**src/rtl/scan_mux_n_if.sv**
```systemverilog
// Channel bus for scan_mux_n: source data, mode/select/mask/advance in,
// registered OUT/CH/VALID/WRAP back. master = stimulus side, slave = mux.
interface scan_mux_n_if #(
  parameter int WIDTH = 1,
  parameter int NCH   = 4,
  parameter int SELW  = 2
);
  logic [NCH*WIDTH-1:0] D;
  logic                 MODE;
  logic [SELW-1:0]      SEL;
  logic [NCH-1:0]       EN_MASK;
  logic                 ADV;
  logic [WIDTH-1:0]     OUT;
  logic [SELW-1:0]      CH;
  logic                 VALID;
  logic                 WRAP;

  modport master (
    output D, MODE, SEL, EN_MASK, ADV,
    input  OUT, CH, VALID, WRAP
  );

  modport slave (
    input  D, MODE, SEL, EN_MASK, ADV,
    output OUT, CH, VALID, WRAP
  );
endinterface

```
**src/rtl/scan_mux_n.sv**
```systemverilog
// Clocked N:1 channel mux, manual select or masked round-robin auto-scan.
// Ports: CLK, RST (sync, active-high), bus (scan_mux_n_if.slave).
module scan_mux_n #(
  parameter int WIDTH = 1,
  parameter int NCH   = 4,
  parameter int SELW  = 2
) (
  input logic         CLK,
  input logic         RST,
  scan_mux_n_if.slave bus
);

  typedef enum logic [1:0] {
    S_MANUAL,
    S_SCAN,
    S_STALL
  } state_t;

  state_t           r_state;
  logic [WIDTH-1:0] r_out;
  logic [SELW-1:0]  r_ch;
  logic             r_valid;
  logic             r_wrap;

  // First enabled index at or after start, modulo NCH.
  // Out-of-range starts search from 0.
  function automatic logic [SELW-1:0] first_from(
    input logic [SELW-1:0] start,
    input logic [NCH-1:0]  mask
  );
    int   s;
    int   idx;
    logic found;
    first_from = start;
    found      = 1'b0;
    s = (int'(start) < NCH) ? int'(start) : 0;
    for (int i = 0; i < NCH; i++) begin
      idx = s + i;
      if (idx >= NCH) idx = idx - NCH;
      if (!found && mask[idx]) begin
        found      = 1'b1;
        first_from = SELW'(idx);
      end
    end
  endfunction

  function automatic logic [WIDTH-1:0] pick(
    input logic [NCH*WIDTH-1:0] d,
    input logic [SELW-1:0]      k
  );
    pick = '0;
    for (int i = 0; i < NCH; i++)
      if (int'(k) == i) pick = d[i*WIDTH +: WIDTH];
  endfunction

  logic            w_sel_ok;
  logic            w_mask_zero;
  logic [SELW-1:0] w_start;
  logic [SELW-1:0] w_entry;
  logic [SELW-1:0] w_after;
  logic [SELW-1:0] w_step;
  logic            w_cur_en;
  logic            w_move;

  assign w_sel_ok    = int'(bus.SEL) < NCH;
  assign w_mask_zero = (bus.EN_MASK == '0);

  // Entry from MANUAL starts at SEL; re-entry from STALL at the held CH.
  assign w_start = (r_state == S_MANUAL) ? bus.SEL : r_ch;
  assign w_entry = first_from(w_start, bus.EN_MASK);

  // Successor search is modulo NCH, not 2^SELW.
  assign w_after = (int'(r_ch) + 1 >= NCH) ? '0 : r_ch + 1'b1;
  assign w_step  = first_from(w_after, bus.EN_MASK);

  always_comb begin
    w_cur_en = 1'b0;
    for (int i = 0; i < NCH; i++)
      if (int'(r_ch) == i) w_cur_en = bus.EN_MASK[i];
  end

  // A disabled current channel steps away as if advanced.
  assign w_move = bus.ADV || !w_cur_en;

  always_ff @(posedge CLK) begin
    if (RST) begin
      r_state <= S_MANUAL;
      r_out   <= '0;
      r_ch    <= '0;
      r_valid <= 1'b0;
      r_wrap  <= 1'b0;
    end else begin
      r_wrap <= 1'b0;
      if (!bus.MODE) begin
        r_state <= S_MANUAL;
        r_ch    <= bus.SEL;
        r_valid <= w_sel_ok;
        r_out   <= pick(bus.D, bus.SEL);
      end else begin
        unique case (r_state)
          S_MANUAL, S_STALL: begin
            if (w_mask_zero) begin
              r_state <= S_STALL;
              r_ch    <= w_start;
              r_out   <= '0;
              r_valid <= 1'b0;
            end else begin
              r_state <= S_SCAN;
              r_ch    <= w_entry;
              r_out   <= pick(bus.D, w_entry);
              r_valid <= 1'b1;
            end
          end
          S_SCAN: begin
            if (w_mask_zero) begin
              r_state <= S_STALL;
              r_out   <= '0;
              r_valid <= 1'b0;
            end else if (w_move) begin
              r_ch    <= w_step;
              r_out   <= pick(bus.D, w_step);
              r_valid <= 1'b1;
              r_wrap  <= (w_step <= r_ch);
            end else begin
              r_out   <= pick(bus.D, r_ch);
              r_valid <= 1'b1;
            end
          end
          default: begin
            r_state <= S_MANUAL;
            r_out   <= '0;
            r_valid <= 1'b0;
          end
        endcase
      end
    end
  end

  assign bus.OUT   = r_out;
  assign bus.CH    = r_ch;
  assign bus.VALID = r_valid;
  assign bus.WRAP  = r_wrap;

endmodule

```
**src/flat_wrapper.sv**
```systemverilog
// flat-port wrapper written by rule: the top's interface ports become plain ports
module scan_mux_n_flat 
#(
  parameter int WIDTH = 1,
  parameter int NCH   = 4,
  parameter int SELW  = 2
)
  (CLK, RST, bus_D, bus_MODE, bus_SEL, bus_EN_MASK, bus_ADV, bus_OUT, bus_CH, bus_VALID, bus_WRAP);
  scan_mux_n_if #(.WIDTH(WIDTH), .NCH(NCH), .SELW(SELW)) bus_i ();
  input logic CLK;
  input logic RST;
  input wire logic [$bits(bus_i.D)-1:0] bus_D;
  input wire logic [$bits(bus_i.MODE)-1:0] bus_MODE;
  input wire logic [$bits(bus_i.SEL)-1:0] bus_SEL;
  input wire logic [$bits(bus_i.EN_MASK)-1:0] bus_EN_MASK;
  input wire logic [$bits(bus_i.ADV)-1:0] bus_ADV;
  output wire logic [$bits(bus_i.OUT)-1:0] bus_OUT;
  output wire logic [$bits(bus_i.CH)-1:0] bus_CH;
  output wire logic [$bits(bus_i.VALID)-1:0] bus_VALID;
  output wire logic [$bits(bus_i.WRAP)-1:0] bus_WRAP;
  assign bus_i.D = bus_D;
  assign bus_i.MODE = bus_MODE;
  assign bus_i.SEL = bus_SEL;
  assign bus_i.EN_MASK = bus_EN_MASK;
  assign bus_i.ADV = bus_ADV;
  assign bus_OUT = bus_i.OUT;
  assign bus_CH = bus_i.CH;
  assign bus_VALID = bus_i.VALID;
  assign bus_WRAP = bus_i.WRAP;
  scan_mux_n #(.WIDTH(WIDTH), .NCH(NCH), .SELW(SELW)) u_core (.CLK(CLK), .RST(RST), .bus(bus_i));
endmodule
```
**config.mk**
```make
export PLATFORM = sky130hd
export DESIGN_NAME = scan_mux_n_flat
export DESIGN_NICKNAME = d
export VERILOG_FILES = /design/src/rtl/scan_mux_n_if.sv /design/src/rtl/scan_mux_n.sv /design/src/flat_wrapper.sv
export SDC_FILE = /design/constraint.sdc
export NUM_CORES = 1
export LEC_CHECK = 0
export CAP_MARGIN = 20
export CORE_AREA = 4 4 52 54
export DETAILED_ROUTE_END_ITERATION = 16
export DIE_AREA = 0 0 56 58
export PLACE_DENSITY = 0.8
export SLEW_MARGIN = 20
export SYNTH_ARGS = -nofsm -noshare
export SYNTH_HDL_FRONTEND = slang
export SYNTH_SLANG_ARGS = --single-unit
```
**constraint.sdc**
```tcl
create_clock -name CLK -period 3.8 [get_ports CLK]
set_input_delay 0.76 -clock CLK [delete_from_list [all_inputs] [get_ports CLK]]
set_output_delay 0.76 -clock CLK [all_outputs]
set_load 0.01 [all_outputs]
```
==> impl_metrics.csv <==
group,metric,value,unit
status,status,"completed",
sta,rsz0062_at_grt,"no",
grt,track_usage,19.4,%
final_layout,finalCoreUtilization,60.4,%
pwr,swShare,41.2,%
yosys,synth_area,1100,µm²
pwr,power_frac_clock,18.2,%
clock_network,cts_hold_buf,0,
clock_network,clockRootBuffer,"clkbuf_4",
yosys,avgSynthCellArea,7.62,µm²
yosys,yosys_warnings,0,
grt,grt_pass1_vias,1126,
clock_network,clk_pin_slew,0.06,ns
pwr,p_per_area,284,nW/µm²
final_layout,drive_above_1_share,11.8,%
clock_network,clkSinkCount,7,
yosys,synth_edf_count,0,
setup_path,setup.worst_path.class,"input pin to flop",
pwr,p_leak,0.534,nW
sta,fin_setup_tns,0,ns
clock_network,cts-buffers-inserted,3,
pwr,ir_drop,247,µV
setup_path,worstPathRequired,3.96,ns
yosys,syn_nets,165,
final_layout,final_cell_mix,"clkdlybuf4s50_1, a21oi_1, nor2_1, inv_1, nand2_1",
detailed_routing,ant_nets,0,
yosys,syn_inst,145,
sta,setup_viol,0,
yosys,synth_top_cell_by_area,"dfxtp_1",
setup_path,arrival,3.40,ns
yosys,ys_types,57,
clock_network,cts_resized,0,
sta,hold_viol,0,
flow_run,drv_cap,0,
floorplan,die_y,58,µm
yosys,synthTopCellsByArea,"dfxtp_1, ha_1, mux4_2",
yosys,synth_top_area_share,12.7,%
clock_network,cts_tree,"yes",
grt,antenna_found_initial,0,
clock_network,clock_latency,0.26,ns
pwr,pwr-share-comb,59.4,%
setup_path,startpoint_type,"input pin",
yosys,ys_ff_latch,7,
yosys,synthArstFlopShare,0,%
pwr,p_int,0.223,mW
floorplan,ios,19,
floorplan,die_area,3250,µm²
sta,fmax,309,MHz
sta,drv_slew,0,
yosys,ys.flop_type,"dfxtp_1",
setup_path,path_max_fanout,7,
sta,worst_pin_slew,0.521,ns
clock_network,cts_buffer_depth,2,
detailed_routing,drcViolationCount,0,
grt,grt_max_degree,19,
pwr,p_seq_share,22.4,%
setup_path,endpoint_kind,"flop",
grt,overflow,0,
sta,max_slew_margin,65.2,%
detailed_routing,drt-pass1-iter-count,5,
min_path,holdCritPathClass,"flop to flop",
floorplan,num_rows,17,
pwr,power.net_switching,0.157,mW
final_layout,nNetsFinal,182,
final_layout,final_common_cell,"clkdlybuf4s50_1",
grt,grt_pass1_wl,5180,µm
floorplan,initial_core_util,49.9,%
sta,fin_crit_sh,85.2,%
detailed_routing,wl_per_cell,16.7,µm
placed_design,dp_hpwl,2350,µm
final_layout,diodes,0,
yosys,ys_seq_area_share,12.7,%
floorplan,die_w,56,µm
detailed_routing,drtIter0Drc,80,
clock_network,h-tree-depth,1,
detailed_routing,wl,3160,µm
detailed_routing,vias,1242,
detailed_routing,drt-vias-per-instance,6.57,
placed_design,port_buffers,18,
final_layout,syn_to_final_growth,20.8,%
floorplan,coreArea,2210,µm²
sta,fin_worst_skew,0.00633,ns
placed_design,gp_congestion,0.902,
clock_network,cts_setup_buffers,0,
sta,fin_crit,3.24,ns
[logic make-up after synthesis]
logic type	Yosys count	share of synthesized area, %
simple gates	52	26.8
compound gates	47	32.2
buf+inv	22	8.15
mux	9	11.8
flops	7	12.7
fa+ha+maj	6	6.79
xor+xnor	2	1.59
[layout make-up]
cell class,instances,area [µm²]
Fill cell,206,877
Multi-Input combinational cell,116,875
Timing Repair Buffer,23,218
Sequential cell,7,140
Inverter,11,41.3
Tap cell,28,35.0
Clock buffer,4,26.3
[Yosys cell counts, types with 2 or more instances]
library cell	number
a21oi_1	13
inv_1	11
nor2_1	11
nand2_1	8
dfxtp_1	7
nor3_1	7
clkbuf_1	6
ha_1	6
mux2i_1	4
o21ai_0	4
buf_2	3
mux4_2	3
nand3b_1	3
nor4_1	3
nor4b_1	3
o211ai_1	3
a21o_1	2
a221o_1	2
a22oi_1	2
a31oi_1	2
nand2b_1	2
nand3_1	2
nor3b_1	2
o21a_1	2
or2_2	2
[layer usage]
layer,global-route usage (%),part of all wire [%],vias to the layer above
met5,0,0,-
met4,5.42,2.1,0
met3,4.01,10,10
met2,30.9,47,77
met1,26.5,41,566
li1,-,-,589
[flip-flops by register name, summed over array words and instances, names as in the netlist]
register          cells
u_core.bus.CH         2
u_core.r_state        2
u_core.bus.OUT        1
u_core.bus.VALID      1
u_core.bus.WRAP       1
[stage by stage]
stage / instance area [µm²] / hold WS [ns] / setup WS (ns) / power (mW) / std cells
2_1_floorplan: 1100 / 0.625 / 0.632 / 0.245 / 145
3_3_place_gp: 1310 / 0.587 / 0.348 / 0.300 / 185
3_5_place_dp: 1310 / 0.594 / 0.313 / 0.306 / 185
4_1_cts: 1340 / 0.609 / 0.551 / 0.376 / 189
5_1_grt: 1340 / 0.674 / 0.356 / 0.410 / 189
6_report: 1340 / 0.613 / 0.563 / 0.380 / 189
[worst max-delay path, stage by stage]
cell and delay [ns]:
clkdlybuf4s50_1 0.53, buf_4 0.18, inv_1 0.09, o32a_1 0.39
or4_4 0.52, a31oi_4 0.23, inv_1 0.06, ha_1 0.28
a21oi_1 0.12, a21oi_1 0.07, nor4_1 0.16
[final timing paths]
| kind | from | end | slack [ns] | cells after the start |
|---|---|---|---|---|
| min | u_core.r_state[1]$_SDFFE_PP0P_ | u_core.r_state[0]$_SDFFE_PP0P_ | 0.61 | 1 |
| max | bus_EN_MASK[1] | u_core.bus.WRAP$_SDFF_PP0_ | 0.56 | 11 |
| min reg2reg | u_core.r_state[1]$_SDFFE_PP0P_ | u_core.r_state[0]$_SDFFE_PP0P_ | 0.61 | 1 |
| max reg2reg | u_core.bus.CH[1]$_SDFFE_PP0P_ | u_core.bus.WRAP$_SDFF_PP0_ | 0.60 | 11 |
[power by group through the flow]
stage	sequential, mW	clock (mW)	combinational (mW)
floorplan	0.0870	0	0.158
global placement	0.0862	0	0.213
detailed placement	0.0865	0	0.220
CTS	0.0849	0.0690	0.222
global route	0.0858	0.0771	0.247
finish	0.0852	0.0691	0.225
Note: power is estimated with default switching activity, not from simulation.
